==> src/rtl/mem_request_unit.sv <==
// Single-port RAM request unit: arbitrates core fetches and data accesses onto one
// variable-latency RAM port, with misalignment and timeout reporting.
module mem_request_unit #(
  parameter int TIMEOUT = 64
) (
  input  logic        clk,
  input  logic        rst,
  input  logic        i_req,
  input  logic [31:0] imemaddr,
  input  logic        d_ren,
  input  logic        d_wen,
  input  logic [31:0] dmemaddr,
  input  logic [31:0] dmemstore,
  output logic [31:0] imemload,
  output logic        i_ready,
  output logic [31:0] dmemload,
  output logic        d_ready,
  output logic        err,
  output logic [31:0] ramaddr,
  output logic [31:0] ramstore,
  output logic        ram_ren,
  output logic        ram_wen,
  input  logic [31:0] ramload,
  input  logic        ram_ack
);
  localparam int CW = $clog2(TIMEOUT + 1);

  typedef enum logic [1:0] {IDLE, IREQ, DREQ, DONE} state_t;
  typedef struct packed {
    logic data;
    logic store;
  } acc_t;

  state_t        state, state_n;
  acc_t          acc, acc_n, tacc;
  logic [CW-1:0] cnt, cnt_n;
  logic [31:0]   addr_n, wdata_n, iload_n, dload_n, taddr;
  logic          ren_n, wen_n, irdy_n, drdy_n, err_n, take;

  always_comb begin
    state_n = state;
    acc_n   = acc;
    cnt_n   = cnt;
    addr_n  = ramaddr;
    wdata_n = ramstore;
    iload_n = imemload;
    dload_n = dmemload;
    ren_n   = ram_ren;
    wen_n   = ram_wen;
    irdy_n  = 1'b0;
    drdy_n  = 1'b0;
    err_n   = 1'b0;
    // data beats fetch: it belongs to the instruction already executing
    take       = 1'b0;
    taddr      = imemaddr;
    tacc.data  = 1'b0;
    tacc.store = 1'b0;
    if (d_wen || d_ren) begin
      take       = 1'b1;
      taddr      = dmemaddr;
      tacc.data  = 1'b1;
      tacc.store = d_wen;
    end else if (i_req) begin
      take = 1'b1;
    end

    case (state)
      IDLE: if (take) begin
        acc_n   = tacc;
        addr_n  = {taddr[31:2], 2'b00};
        wdata_n = dmemstore;
        cnt_n   = '0;
        if (taddr[1:0] != 2'b00) begin
          state_n = DONE;
          err_n   = 1'b1;
          irdy_n  = !tacc.data;
          drdy_n  = tacc.data;
        end else begin
          state_n = tacc.data ? DREQ : IREQ;
          ren_n   = !tacc.store;
          wen_n   = tacc.store;
        end
      end
      IREQ, DREQ: begin
        // an ack landing on the timeout cycle still counts as a clean completion
        if (ram_ack || cnt == CW'(TIMEOUT - 1)) begin
          state_n = DONE;
          ren_n   = 1'b0;
          wen_n   = 1'b0;
          err_n   = !ram_ack;
          irdy_n  = !acc.data;
          drdy_n  = acc.data;
          if (!acc.store) begin
            if (acc.data) dload_n = ram_ack ? ramload : '0;
            else          iload_n = ram_ack ? ramload : '0;
          end
        end else begin
          cnt_n = cnt + CW'(1);
        end
      end
      DONE:    state_n = IDLE;
      default: state_n = IDLE;
    endcase
  end

  always_ff @(posedge clk or posedge rst) begin
    if (rst) begin
      state    <= IDLE;
      acc      <= '0;
      cnt      <= '0;
      ramaddr  <= '0;
      ramstore <= '0;
      imemload <= '0;
      dmemload <= '0;
      ram_ren  <= 1'b0;
      ram_wen  <= 1'b0;
      i_ready  <= 1'b0;
      d_ready  <= 1'b0;
      err      <= 1'b0;
    end else begin
      state    <= state_n;
      acc      <= acc_n;
      cnt      <= cnt_n;
      ramaddr  <= addr_n;
      ramstore <= wdata_n;
      imemload <= iload_n;
      dmemload <= dload_n;
      ram_ren  <= ren_n;
      ram_wen  <= wen_n;
      i_ready  <= irdy_n;
      d_ready  <= drdy_n;
      err      <= err_n;
    end
  end
endmodule

==> config.mk <==
export PLATFORM = sky130hd
export DESIGN_NAME = mem_request_unit
export DESIGN_NICKNAME = d
export VERILOG_FILES = /design/src/rtl/mem_request_unit.sv
export SDC_FILE = /design/constraint.sdc
export NUM_CORES = 1
export LEC_CHECK = 0
export ABC_AREA = 1
export BUFFER_PORTS_ARGS = -buffer_cell sky130_fd_sc_hd__buf_2
export CORE_ASPECT_RATIO = 1.4
export CORE_MARGIN = 4
export CORE_UTILIZATION = 51
export DETAILED_ROUTE_END_ITERATION = 10
export PLACE_DENSITY = 0.84
export RECOVER_POWER = 50
export SYNTH_ARGS = -nofsm -noshare
export SYNTH_HDL_FRONTEND = slang
export SYNTH_SLANG_ARGS = --single-unit
==> constraint.sdc <==
create_clock -name clk -period 8.4 [get_ports clk]
set_input_delay 0.84 -clock clk [delete_from_list [all_inputs] [get_ports clk]]
set_output_delay 0.84 -clock clk [all_outputs]
set_load 0.01 [all_outputs]
==> qor.yml, run 1 <==
finalCritPeriodShare: 0.499
cts_setup_buffers: 0
cp_cell_sequence: "clkbuf_1 -> nor2_2 -> clkbuf_1 -> nand2_1 -> inv_1 -> nor2_1 -> buf_4 -> clkinv_1 -> o21ai_0"
cp.buffers_inverters: 5
area_delta_synth_final_pct: 26.5
io_pins: 267
crit_fanout: 84
htreeDepth: 4
hold_viol_final: 0
dpl_worst_slack_ps: 4640
skew_ps: 9.19
wl_per_cell_um: 15.2
syn_area_um2: 6180
insertion_delay_ps: 410
async_reset_ff_frac: 1.00
coreArea_um2: 11800
required_ps: 8700
layout_setup_ws_ps: 4210
cap_viol_max_count: 2
power_density_nw_per_um2: 382
cts_root_buf: "clkbuf_16"
place_congestion: 0.853
mostFrequentLayoutCells: "nand2_1, dfrtp_1, buf_2"
tightest_slew_ps: 3180
yosys_most_used_dff: "dfrtp_1"
min_path_type: "reg2reg"
setup_tns_ps: 0
avgSynthCellArea_um2: 9.12
cpPeakStageDelay_ps: 950
dp_cells: 1053
gr-total-overflow: 0
stdcell_count: 1085
critPathArrivalTime_ps: 4490
drive_above_1_share: 0.241
cp_top_family: "buffers and inverters"
finalNetCount: 1063
slew_viol_final: 112
startpoint_type: "input pin"
p_leak_nw: 3.87
grt_first_pass_wirelength_mm: 25.3
fmax_mhz: 239
outcome: "complete, but fails checks"
slowest_stage: "clkinv_1"
clk_pin_slew_ps: 60
finalSetupViolations: 0
ctsResizeCount: 0
nFillCells: 989
drc: 0
crit_type: "in2reg"
grt_use_total: 0.231
violations: "capacitance limit, slew limit"
postRouteAntennaNets: 0
dp_hpwl_mm: 11.9
cts_tree: "yes"
synth-warning-count: 0
synth_seq_cells: 142
via_per_inst: 4.97
path_common_cell: "clkbuf_1"
synth_edf_count: 0
ys_types: 28
clock_sinks: 142
vias: 5394
ir_worst_vdd_v: 0.000274
end_kind: "flop"
total_power_mw: 2.98
routed_wl_mm: 16.4
fin_crit_ps: 4190
postSynthCellCount: 677
relSlewSlack: -1.13
grt_max_degree: 85
rsz0062_at_grt: "no"
n_antenna_cell: 0
antenna_found_initial: 0
portBuffers: 264
drt_iter0_drc: 240
grt_pass1_vias: 5023
die_area_um2: 14000
drt-pass1-iter-count: 6
die_h_um: 138
clock_path_buffers: 2
rows: 47
cts_buffers: 17
initial_core_util: 0.523
final_common_cell: "nand2_1"
ctsHoldBuffers: 0
die_w_um: 101
yosysSeqAreaShare: 0.575
-- cell usage after synthesis, types with 2 or more instances --
master / n / area (µm²)
nand2_1: 294 / 1100
dfrtp_1: 142 / 3550
o21ai_2: 48 / 420
nor2_1: 44 / 165
a31oi_1: 30 / 188
inv_1: 17 / 63.8
o21ai_1: 16 / 80.1
buf_6: 13 / 146
nand3_1: 12 / 60.1
o21ai_0: 11 / 55.1
buf_2: 10 / 50.1
clkbuf_1: 10 / 37.5
buf_4: 4 / 30.0
ha_1: 4 / 50.1
a21oi_1: 3 / 15.0
nand3b_1: 3 / 22.5
nor2_2: 3 / 18.8
dlygate4sd1_1: 2 / 17.5
nand3_4: 2 / 35.0
-- routing by layer --
layer | share of wire | vias up | global-route usage | wire (µm)
li1 | - | 2656 | - | -
met1 | 0.41 | 2447 | 0.298 | 6680
met2 | 0.46 | 265 | 0.366 | 7640
met3 | 0.11 | 26 | 0.0751 | 1790
met4 | 0.020 | 0 | 0.0777 | 325
met5 | 0 | - | 0 | 0
-- worst reg2reg max path, cell delays in order (launching register included) --
cell      delay [ps]
dfrtp_1          380
inv_1            100
ha_1             250
inv_1             80
nor2_1           500
buf_4            720
clkinv_1         980
o21ai_0          410
-- through the flow --
step                      utilization  hold WS (ps)  area (µm²)
after floorplan                     -           475        6180
after global placement          0.628           449        7430
after detailed placement        0.628           453        7430
after CTS                       0.676           468        7990
after global routing            0.661           479        7810
final                           0.661           467        7810
-- flip-flops by register name, indices dropped and copies added, names as in the netlist, 2 cells and up --
| signal | flops |
|---|---|
| ramstore | 32 |
| acc | 2 |
| ramaddr | 30 |
| cnt | 7 |
| dmemload | 32 |
| state | 2 |
| imemload | 32 |
-- layout make-up --
cell class | instances | area, µm² | share of cell area
clock inverters | 14 | 133 | 0.0170
repair buffers | 268 | 1190 | 0.152
multi-input cells | 477 | 2250 | 0.288
clock buffers | 18 | 429 | 0.0549
well taps | 147 | 184 | 0.0235
inverters | 19 | 72.6 | 0.00929
flip-flops and latches | 142 | 3550 | 0.455
-- kinds of logic (layout without fill, tap and decap cells) --
family | after synthesis | count (layout) | share of synthesized area
adder cells (fa/ha/maj) | 4 | 4 | 0.00810
buffers and inverters | 59 | 319 | 0.0593
AND/OR/NAND/NOR | 363 | 363 | 0.234
AO/OA/AOI/OAI | 108 | 108 | 0.123
other | 1 | 2 | 0.000607
flip-flops | 142 | 142 | 0.575
-- power breakdown --
group / total (mW) / internal, mW / switching [mW]
Clock: 0.714 / 0.413 / 0.302
Combinational: 1.13 / 0.372 / 0.757
Sequential: 1.14 / 0.981 / 0.160
Total: 2.98 / 1.77 / 1.22
-- path summary, 6_finish.rpt --
check / startpoint / to / slack (ps) / depth (start not counted)
setup reg to reg: state[1]$_DFFE_PP0P_ / acc[0]$_DFFE_PP0P_ / 4880 / 7
hold / removal: ramstore[6]$_DFFE_PP0P_ / ramstore[6]$_DFFE_PP0P_ / 470 / 2
min in group asynchronous: rst / ramstore[6]$_DFFE_PP0P_ / 1340 / 2
max in group asynchronous: rst / cnt[4]$_DFFE_PP0P_ / 5160 / 3
hold reg to reg: ramstore[6]$_DFFE_PP0P_ / ramstore[6]$_DFFE_PP0P_ / 470 / 2
setup / recovery: d_ren / acc[0]$_DFFE_PP0P_ / 4210 / 9
No activity file was read; power rests on OpenSTA's default activity.
==> run 2: changes to the inputs <==
--- a/config.mk
+++ b/config.mk
@@ -5,13 +5,13 @@
 export SDC_FILE = /design/constraint.sdc
 export NUM_CORES = 1
 export LEC_CHECK = 0
-export ABC_AREA = 1
+export ABC_AREA = 0
 export BUFFER_PORTS_ARGS = -buffer_cell sky130_fd_sc_hd__buf_2
 export CORE_ASPECT_RATIO = 1.4
 export CORE_MARGIN = 4
-export CORE_UTILIZATION = 51
+export CORE_UTILIZATION = 48
 export DETAILED_ROUTE_END_ITERATION = 10
-export PLACE_DENSITY = 0.84
+export PLACE_DENSITY = 0.8
 export RECOVER_POWER = 50
 export SYNTH_ARGS = -nofsm -noshare
 export SYNTH_HDL_FRONTEND = slang
==> constraint.sdc (replaced) <==
create_clock -name clk -period 4.1 [get_ports clk]
set_input_delay 0.41 -clock clk [delete_from_list [all_inputs] [get_ports clk]]
set_output_delay 0.41 -clock clk [all_outputs]
set_load 0.01 [all_outputs]
==> run 2 against run 1 <==
The run now ends clean; sequential power grew 110%; die area increased by 5.8%; synthesized cell count fell by 31%; critical endpoint is now imemload[11]$_DFFE_PP0P_; worst hold slack lost 250 ps; utilization is 0.50 points lower; largest power group unchanged; synthesized area is essentially flat; critical path depth down 4; largest cell class unchanged.
==> qor.yml, run 2 <==
drt-pass1-iter-count: 4  # was 6
synthAdderAreaFrac: 0.00811  # was 0.00810
ctsHoldBuffers: 0  # unchanged
crit_fanout: 32  # was 84
synth-xor-area-share: 0  # unchanged
skew_ps: 14.3  # was 9.19 ps
dpl_worst_slack_ps: 1220  # was 4640 ps
combPwrFrac: 0.366  # was 0.378
slowest_stage: "or4_2"  # was clkinv_1
drive_above_1_share: 0.456  # was 0.241
yosys_most_used_dff: "dfrtp_1"  # unchanged
end_kind: "flop"  # unchanged
die_h_um: 142  # was 138 µm
yosysTopAreaCellShare: 0.576  # was 0.575
die_w_um: 104  # was 101 µm
clock_sinks: 142  # unchanged
insertion_delay_ps: 410  # about the same
synth_top_family_by_area: "multiplexers"  # was simple AND/OR/NAND/NOR gates
finalCritPeriodShare: 0.704
vias: 4614  # was 5,394
synth_seq_cells: 142  # unchanged
crit_type: "reg2reg"  # was in2reg
cts_setup_buffers: 0  # unchanged
htreeDepth: 4  # unchanged
grt_max_degree: 143  # was 85
dp_hpwl_mm: 11.4  # was 11.9 mm
relSlewSlack: 0.309  # was -1.13
ir_worst_vdd_v: 0.000323  # was 0.000274 V
synth.top_cells.by_area: "dfrtp_1, mux2_2, mux2_4, mux2i_1, and2_1"  # was dfrtp_1, nand2_1, o21ai_2, a31oi_1, nor2_1
async_reset_ff_frac: 1.00  # unchanged
io_pins: 267  # unchanged
synthSimpleGateAreaFrac: 0.0910  # was 0.234
drt_iter0_drc: 171  # was 240
avgSynthCellArea_um2: 13.2  # was 9.12 µm²
postRouteAntennaNets: 0  # unchanged
cpPeakStageDelay_ps: 1170  # was 950 ps
cts_tree: "yes"  # unchanged
postSynthCellCount: 469  # was 677
syn_area_um2: 6170  # was 6180 µm²
grt_use_total: 0.208  # was 0.231
fmax_mhz: 346
ys_types: 42  # was 28
p_leak_nw: 4.15  # was 3.87 nW
die_area_um2: 14800  # was 14,000 µm²
critPathArrivalTime_ps: 3180  # was 4490 ps
portBuffers: 264  # unchanged
cp_cell_sequence: "inv_1 -> ha_1 -> inv_1 -> or4_2 -> mux2_4"  # was clkbuf_1 -> nor2_2 -> clkbuf_1 -> nand2_1 -> inv_1 -> nor2_1 -> buf_4 -> clkinv_1 -> o21ai_0
nFillCells: 964  # was 989
cts_root_buf: "clkbuf_16"  # unchanged
synth_edf_count: 0  # unchanged
rsz0062_at_grt: "no"  # unchanged
drc: 0  # unchanged
grt_first_pass_wirelength_mm: 24.8  # was 25.3 mm
grt_pass1_vias: 4974  # was 5,023
rows: 48  # was 47
cts_buffers: 17  # unchanged
swShare: 0.339  # was 0.408
initial_core_util: 0.494  # was 0.523
fin_crit_ps: 2890
place_congestion: 0.810  # was 0.853
finalSetupViolations: 0  # unchanged
layout_setup_ws_ps: 1210  # was 4210 ps
hold_viol_final: 0  # unchanged
setup_tns_ps: 0  # unchanged
cap_viol_max_count: 0  # was 2
gr-total-overflow: 0  # unchanged
mostFrequentLayoutCells: "buf_2, dfrtp_1, mux2_2, clkbuf_1, nand2_1"  # was nand2_1, dfrtp_1, buf_2
clk_pin_slew_ps: 60  # about the same
synth_top_cell_by_area: "dfrtp_1"  # unchanged
outcome: "finished, final reports clean"  # was complete, but fails checks
via_per_inst: 5.17  # was 4.97
p_sw_mw: 2.19  # was 1.22 mW
synth_commonest_cells: "dfrtp_1, mux2_2, nand2_1"  # was nand2_1, dfrtp_1, o21ai_2
seqPwrFrac: 0.372  # was 0.382
ctsResizeCount: 0  # unchanged
yosysMostFrequentCell: "dfrtp_1"  # was nand2_1
power_density_nw_per_um2: 790  # was 382 nW/µm²
synth-warning-count: 0  # unchanged
clock_path_buffers: 2  # unchanged
required_ps: 4390  # was 8700 ps
power_frac_clock: 0.262  # was 0.239
path_common_cell: "inv_1"  # was clkbuf_1
wl_per_cell_um: 17.2  # was 15.2 µm
intPower_mw: 4.28  # was 1.77 mW
tightest_slew_ps: 1040  # was 3180 ps
min_path_type: "in2async"  # was reg2reg
area_delta_synth_final_pct: 32.7  # was 26.5%
reg_top3: "dmemload x32, imemload x32, ramstore x32"  # unchanged
finalNetCount: 868  # was 1,063
synth.mux.area_fraction: 0.247  # was 0
final_common_cell: "buf_2"  # was nand2_1
synth_compound_area_frac: 0.0507  # was 0.123
n_antenna_cell: 0  # unchanged
antenna_found_initial: 1  # was 0
routed_wl_mm: 15.4  # was 16.4 mm
startpoint_type: "flop"  # was input pin
coreArea_um2: 12500  # was 11,800 µm²
yosysSeqAreaShare: 0.576  # was 0.575
slew_viol_final: 0  # was 112
run 2: cell types whose count changed after synthesis, moves of 4 or more:
cell     before  now
a31oi_1      30    0
and2_1        0   32
buf_6        13    3
inv_1        17    5
mux2_2        0   65
mux2_4        0   30
mux2i_1       0   32
nand2_1     294   42
nor2_1       44    4
o21ai_0      11   36
o21ai_1      16    0
o21ai_2      48    0
or4_1         0    4
run 2: stage by stage:
step,util,total power [mW],cell area [µm²],std cells,hold WS (ps)
floorplan,-,3.91,6180,470,481
global placement,0.610,4.75,7620,861,458
detailed placement,0.610,4.87,7620,861,466
CTS,0.662,6.60,8280,893,209
global route,0.656,6.88,8190,893,211
finish,0.656,6.47,8190,893,220
run 2: cell type report:
class                      count  area (µm²)  share of cell area
sequential                   142        3550               0.434
multi-input combinational    295        2480               0.303
timing repair buffer         269        1290               0.158
clock buffer                  18         429              0.0524
clock inverter                14         228              0.0278
tap                          150         188              0.0229
inverter                       5        20.0             0.00244
run 2: cell families (layout without fill, tap and decap cells):
family	after synthesis	in the layout
flops	142	142
mux	129	129
simple gates	107	107
compound gates	53	53
buf+inv	33	306
fa+ha+maj	4	4
other cells	1	2
run 2: routing by layer:
metal | share of wire | GRT usage
met1 | 0.39 | 0.233
met2 | 0.51 | 0.367
met3 | 0.083 | 0.0754
met4 | 0.018 | 0.0749
met5 | 0.00078 | 0
run 2: worst max-delay path: cells and delay by family (launching register included):
kind,cells,cell delay (ps)
AND/OR/NAND/NOR,1,1170
buffers and inverters,2,230
flip-flops,1,370
adder cells (fa/ha/maj),1,500
multiplexers,1,470
run 2: power by group through the flow:
stage	clock network, mW	registers (mW)	logic, mW
floorplan	0	2.65	1.25
global placement	0	2.37	2.37
finish	1.70	2.41	2.37
CTS	1.73	2.39	2.47
global route	1.81	2.48	2.59
detailed placement	0	2.41	2.47
run 2: final timing paths:
kind,slack (ps),endpoint,cells past startpoint,startpoint
min reg2reg,470,ramaddr[2]$_DFFE_PP0P_,2,ramaddr[2]$_DFFE_PP0P_
min,220,imemload[5]$_DFFE_PP0P_,3,rst
max reg2reg,1210,imemload[11]$_DFFE_PP0P_,5,state[0]$_DFFE_PP0P_
max,1210,imemload[11]$_DFFE_PP0P_,5,state[0]$_DFFE_PP0P_
min in group clk,230,ramstore[10]$_DFFE_PP0P_,2,dmemstore[10]
max in group asynchronous,3280,ramaddr[6]$_DFFE_PP0P_,3,rst
